File: src/rtl/prism_sched.sv
// Push/pop arbiter in front of a PIFO: round-robin push selection, pop-first arbitration
// with a bounded pop burst, occupancy and outstanding-pop tracking, response forwarding.
module prism_sched #(
    parameter int NREQ      = 4,
    parameter int PTW       = 16,
    parameter int MTW       = 32,
    parameter int CAP       = 1024,
    parameter int CNTW      = 11,
    parameter int POP_BURST = 4,
    parameter int MAX_OUTST = 8
) (
    input  logic                       i_clk,
    input  logic                       i_arst,
    input  logic [NREQ-1:0]            i_push_req,
    input  logic [NREQ*(MTW+PTW)-1:0]  i_push_data,
    output logic [NREQ-1:0]            o_push_gnt,
    input  logic                       i_pop_req,
    output logic                       o_pop_gnt,
    output logic                       o_pifo_push,
    output logic                       o_pifo_pop,
    output logic [MTW+PTW-1:0]         o_pifo_data,
    input  logic                       i_pifo_res_valid,
    input  logic [MTW+PTW-1:0]         i_pifo_res_data,
    output logic                       o_rsp_valid,
    output logic [MTW+PTW-1:0]         o_rsp_data,
    output logic [CNTW-1:0]            o_count,
    output logic                       o_full,
    output logic                       o_empty,
    output logic                       o_err,
    output logic                       o_state
);
    // Handshake: a transfer happens in any cycle where req and gnt are both high; grants
    // are combinational from current requests and registered state, at most one per cycle.
    localparam int EW = MTW + PTW;
    localparam int LW = (NREQ > 1) ? $clog2(NREQ) : 1;
    localparam int OW = $clog2(MAX_OUTST + 1);
    localparam int BW = $clog2(POP_BURST + 1);

    typedef enum logic {S_NORM = 1'b0, S_FORCE = 1'b1} state_t;

    state_t          state, state_nxt;
    logic [BW-1:0]   bcnt, bcnt_nxt;
    logic [LW-1:0]   last, pick;
    logic [OW-1:0]   outst;
    logic [NREQ-1:0] mask, hi;
    logic [EW-1:0]   pick_data;
    logic [CNTW-1:0] count_nxt;
    logic            push_elig, pop_elig, push_win, res_dec;

    assign o_state = state;

    // Round-robin: prefer requesters above the last winner, else wrap to the lowest index.
    always_comb begin
        mask      = '0;
        pick      = '0;
        pick_data = '0;
        for (int k = 0; k < NREQ; k++) mask[k] = (k > int'(last));
        hi = i_push_req & mask;
        for (int k = NREQ - 1; k >= 0; k--) begin
            if ((|hi) ? hi[k] : i_push_req[k]) pick = LW'(k);
        end
        for (int k = 0; k < NREQ; k++) begin
            if (LW'(k) == pick) pick_data = i_push_data[k*EW +: EW];
        end
    end

    assign push_elig = (|i_push_req) && (o_count < CNTW'(CAP)) && !i_arst;
    assign pop_elig  = i_pop_req && (o_count != '0) && (outst < OW'(MAX_OUTST)) && !i_arst;
    assign res_dec   = i_pifo_res_valid && (outst != '0);

    always_comb begin
        o_push_gnt = '0;
        o_pop_gnt  = 1'b0;
        push_win   = 1'b0;
        state_nxt  = state;
        bcnt_nxt   = bcnt;
        case (state)
            S_NORM: begin
                if (pop_elig)       o_pop_gnt = 1'b1;
                else if (push_elig) push_win  = 1'b1;
                if (push_win || !(|i_push_req)) bcnt_nxt = '0;
                else if (o_pop_gnt)             bcnt_nxt = bcnt + 1'b1;
                if (bcnt_nxt == BW'(POP_BURST)) state_nxt = S_FORCE;
            end
            S_FORCE: begin
                if (push_elig)     push_win  = 1'b1;
                else if (pop_elig) o_pop_gnt = 1'b1;
                // Waiting pushers that cannot be served must not starve pops.
                if (push_win || pop_elig) begin
                    state_nxt = S_NORM;
                    bcnt_nxt  = '0;
                end
            end
            default: state_nxt = S_NORM;
        endcase
        if (push_win) o_push_gnt[pick] = 1'b1;
    end

    always_comb begin
        count_nxt = o_count;
        if (push_win)       count_nxt = o_count + 1'b1;
        else if (o_pop_gnt) count_nxt = o_count - 1'b1;
    end

    always_ff @(posedge i_clk or posedge i_arst) begin
        if (i_arst) begin
            state       <= S_NORM;
            bcnt        <= '0;
            last        <= LW'(NREQ - 1);
            outst       <= '0;
            o_pifo_push <= 1'b0;
            o_pifo_pop  <= 1'b0;
            o_pifo_data <= '0;
            o_rsp_valid <= 1'b0;
            o_rsp_data  <= '0;
            o_count     <= '0;
            o_full      <= 1'b0;
            o_empty     <= 1'b1;
            o_err       <= 1'b0;
        end else begin
            state       <= state_nxt;
            bcnt        <= bcnt_nxt;
            o_pifo_push <= push_win;
            o_pifo_pop  <= o_pop_gnt;
            if (push_win) begin
                o_pifo_data <= pick_data;
                last        <= pick;
            end
            o_count <= count_nxt;
            o_full  <= (count_nxt == CNTW'(CAP));
            o_empty <= (count_nxt == '0);
            if (o_pop_gnt && !res_dec)      outst <= outst + 1'b1;
            else if (!o_pop_gnt && res_dec) outst <= outst - 1'b1;
            // A result with nothing outstanding is still forwarded but flagged.
            if (i_pifo_res_valid && (outst == '0)) o_err <= 1'b1;
            o_rsp_valid <= i_pifo_res_valid;
            o_rsp_data  <= i_pifo_res_data;
        end
    end
endmodule
File: config.mk
export PLATFORM = sky130hd
export DESIGN_NAME = prism_sched
export DESIGN_NICKNAME = d
export VERILOG_FILES = /design/src/rtl/prism_sched.sv
export SDC_FILE = /design/constraint.sdc
export NUM_CORES = 1
export LEC_CHECK = 0
export BUFFER_PORTS_ARGS = -buffer_cell sky130_fd_sc_hd__buf_2
export CORE_AREA = 4 4 141 143
export DETAILED_ROUTE_END_ITERATION = 6
export DIE_AREA = 0 0 145 147
export HOLD_SLACK_MARGIN = 0.02
export PLACE_DENSITY = 0.65
export SKIP_LAST_GASP = 1
export SYNTH_ARGS = -nofsm -noshare
export SYNTH_HDL_FRONTEND = slang
export SYNTH_SLANG_ARGS = --single-unit
export TNS_END_PERCENT = 30
File: constraint.sdc
create_clock -name i_clk -period 4.9 [get_ports i_clk]
set_input_delay 0.245 -clock i_clk [delete_from_list [all_inputs] [get_ports i_clk]]
set_output_delay 0.245 -clock i_clk [all_outputs]
set_load 0.02 [all_outputs]
==> implementation parameters <==
Parameter                              Value

Logic synthesis
  Synth Instances    593
  Average cell area after synthesis    10.2 µm²
  Synth area leaders    dfrtp_1, a21oi_1, mux2i_1
  Area leader, netlist    dfrtp_1
  Sequential-to-total area share from yosys stat    51.0%
  Dominant synthesized flop cell    dfrtp_1
  Count of flip-flops with a built-in enable after synthesis    0
  Unique masters post-synth    57
  Share of async-settable or async-resettable flops after synthesis    100%
  Count of yosys warnings during synthesis    0
  Count of state elements after synthesis    123
  Syn Std Cell Area    6040 µm²
  Total nets after synthesis    848
  Top cell type's share of synthesized area    49.7%

Drt
  Post-DR vias/cell    4.93
  Post-route DRC violation count    0
  Initial DRC count    283
  Aggregate routed wire length    21,900 µm
  Drt pass-1 iters    4
  Total via count in the routed design    6,097
  Post-detailed-route wirelength per cell    17.7 µm
  Residual antenna-violating net count after detailed routing    0
  Met3 routed wirelength    1420 µm
  Detail Route met2 WL    11,500 µm
  Uppermost routed layer    met5
  M1 WL    8400 µm

Finish
  Layout-stage area growth over the synthesis result    50.6%
  Number of nets at the end of the flow    1,245
  Antenna Cells    0
  Area of the multi-input gates    2760 µm²
  Combined flip-flop and latch cell area    3080 µm²
  Fraction of final layout cells sized beyond drive strength 1    44.1%
  Filler cell count in the final layout    1,771
  Fin util    49.0%

Global route
  Gr ovfl total    0
  Via count of the first global-routing pass    6,303
  Number of antenna violations at the first check in global routing    2
  First-pass GRT wire length    34,100 µm
  Largest net degree at the start of global routing    84
  Tot GR Track Use    20.2%

Clock network
  Clock transition time at the flip-flop clock pins of the worst setup and hold paths    60 ps
  Root buffer cell    clkbuf_16
  Number of clock sinks    123
  H-tree levels    4
  Number of buffers between clock root and the deepest sink    2
  Clock latency at the later pin of the worst-skew pair    410 ps
  Clock tree from TritonCTS    done
  CTS Buf Count    17
  Buffer count from post-CTS setup fixing    0

Floorplan
  FP Rows    50
  Starting Density    32.5%
  Full die area    21,300 µm²
  Standard cell core area    18,600 µm²
  Number of placed I/O pins    367
  Height of the chip    147 µm
  Die extent in x    145 µm

STA
  Number of setup violations in the final report    0
  Share of the clock period used by the worst path after layout    71.7%
  Smallest hold slack    73.4 ps
  Maximum clock rate    285 MHz
  Setup repair after global routing missed its margin    no
  Layout Skew    7.85 ps
  Actual transition at the worst max-transition pin    1030 ps
  Sum of negative setup slack    0 ps
  Minimum period implied by the final worst setup slack    3510 ps
  Pins Over Slew Limit    0
  Total count of hold-check failures in the final report    0
  Worst slew slack as a fraction of its limit    31.3%

Critical path
  Critical Path End Type    output port
  Data arrival time of the critical path    3270 ps
  Critical setup path kind    flop to output port
  Required time reported for the critical path endpoint    4660 ps
  Critical Path Fanout Max    51
  Setup crit start kind    flop
  Slack of the worst reg-to-reg path    1960 ps

Pwr
  Design internal power    2.74 mW
  Power share of the clock group    26.3%
  Switching power total    1.87 mW
  Worst voltage drop across the vdd grid    0.000222 V
  Power density of the placed cells    506 nW/µm²
  Switching share of total power    40.5%
  Comb power frac    40.9%
  Sequential Power Share    32.8%
  Static Leak    4.58 nW

Place
  HPWL after detailed placement    16,400 µm
  Number of I/O port buffers    366
  Last weighted congestion value of the routability-driven placer    0.881

Status
  Run status    completed

Hold path
  Min-Delay Path Class    primary input to async pin

Run
  Count of maximum capacitance violations    0
[final timing paths]
check | startpoint | end | cells after the start
max | o_count[2] | o_push_gnt[0] | 6
min | i_arst | o_pifo_pop | 2
max reg2reg | o_count[2] | o_pifo_data[31] | 6
min reg2reg | o_err | o_err | 1
max in group asynchronous | i_arst | o_pifo_data[45] | 3
min in group i_clk | i_push_data[149] | o_pifo_data[5] | 3
[cells in the mapped netlist (3+ instances only)]
| master | instances |
|---|---|
| nor3_1 | 6 |
| buf_6 | 3 |
| nor2b_1 | 3 |
| buf_2 | 7 |
| a32o_1 | 3 |
| o21ai_1 | 4 |
| mux2_2 | 16 |
| dfstp_2 | 3 |
| mux2i_1 | 34 |
| buf_1 | 4 |
| nor2_1 | 86 |
| ha_1 | 6 |
| nand3_1 | 5 |
| nand2b_1 | 3 |
| dfrtp_1 | 120 |
| inv_1 | 7 |
| a211o_1 | 35 |
| xor2_1 | 3 |
| a21oi_1 | 80 |
| a211oi_1 | 5 |
| a221oi_1 | 14 |
| a21o_1 | 3 |
| o21ai_0 | 32 |
| nand4_1 | 3 |
| clkbuf_1 | 28 |
| xnor2_1 | 9 |
| nand2_1 | 28 |
| and3_1 | 4 |
[registers in the layout, indices dropped and copies added (netlist names)]
| signal | count |
|---|---|
| o_pifo_data | 48 |
| o_rsp_data | 48 |
| o_count | 11 |
| outst | 4 |
| bcnt | 3 |
| last | 2 |
| o_empty | 1 |
| o_err | 1 |
| o_full | 1 |
| o_pifo_pop | 1 |
| o_pifo_push | 1 |
| o_rsp_valid | 1 |
| o_state | 1 |
[area by class of cell]
type | instances | area share (%)
clock inverters | 14 | 1.51
inverters | 8 | 0.357
well taps | 234 | 3.22
repair buffers | 421 | 26.0
clock buffers | 18 | 4.72
multi-input cells | 419 | 30.3
flip-flops and latches | 123 | 33.9
[power groups by stage]
stage	Combinational, mW	Sequential (mW)	Clock (mW)
after global placement	1.86	1.51	0
final	1.89	1.51	1.21
after detailed placement	1.87	1.53	0
after CTS	1.90	1.51	1.25
after floorplan	0.976	1.77	0
after global routing	2.06	1.56	1.29
[stage by stage]
stage	total power [mW]	instances	area, µm²	setup WS [ps]
after floorplan	2.75	593	6040	1390
after global placement	3.37	1156	8040	1830
after detailed placement	3.39	1156	8040	1830
after CTS	4.66	1237	9100	1380
after global routing	4.91	1237	9100	1170
final	4.61	1237	9100	1390
[cells in the final DEF (no fill, tap or decap), types with 3 or more instances in the layout]
| cell | Yosys | routed |
|---|---|---|
| nand2_1 | 28 | 28 |
| nor3_1 | 6 | 6 |
| xor2_1 | 3 | 3 |
| dfrtp_1 | 120 | 120 |
| mux2i_1 | 34 | 34 |
| clkbuf_16 | 0 | 17 |
| ha_1 | 6 | 6 |
| a221oi_1 | 14 | 14 |
| clkinv_4 | 0 | 5 |
| o21ai_0 | 32 | 32 |
| nand2b_1 | 3 | 3 |
| mux2_2 | 16 | 16 |
| inv_1 | 7 | 5 |
| buf_2 | 7 | 366 |
| o21ai_1 | 4 | 3 |
| a32o_1 | 3 | 3 |
| dfstp_2 | 3 | 3 |
| nor2b_1 | 3 | 3 |
| a21oi_1 | 80 | 80 |
| a211oi_1 | 5 | 5 |
| a21o_1 | 3 | 3 |
| and3_1 | 4 | 4 |
| buf_4 | 1 | 6 |
| nor2_1 | 86 | 86 |
| inv_6 | 0 | 5 |
| nand4_1 | 3 | 3 |
| xnor2_1 | 9 | 9 |
| nand3_1 | 5 | 5 |
| a211o_1 | 35 | 34 |
| dlygate4sd3_1 | 0 | 49 |
[worst max-delay path, stage by stage, from the launching register on]
cell	delay, ps
dfrtp_1	520
nor4_4	390
and4_1	440
o21ai_4	250
inv_2	770
and3_1	280
buf_2	160
[cells by family (layout without fill, tap and decap cells)]
group           count (synthesis)  count (layout)  synth area share, %
simple gates                  155             155                 12.0
flops                         123             123                 51.0
fa+ha+maj                       7               7                 1.57
compound gates                195             195                 21.4
xor+xnor                       12              12                 1.74
mux                            50              50                 8.61
buf+inv                        51             461                 3.75
[repair_timing]
item / CTS / global route
hold endpoints to repair: 49 / 0
hold buffers: 49 / 0
gates resized for setup: 0 / 0
[metal layers]
metal | global-route usage (%) | vias to the layer above
li1 | - | 2951
met1 | 23.3 | 2879
met2 | 35.9 | 224
met3 | 5.52 | 39
met4 | 7.70 | 4
met5 | 0 | -
No activity file was read; power rests on OpenSTA's default activity.
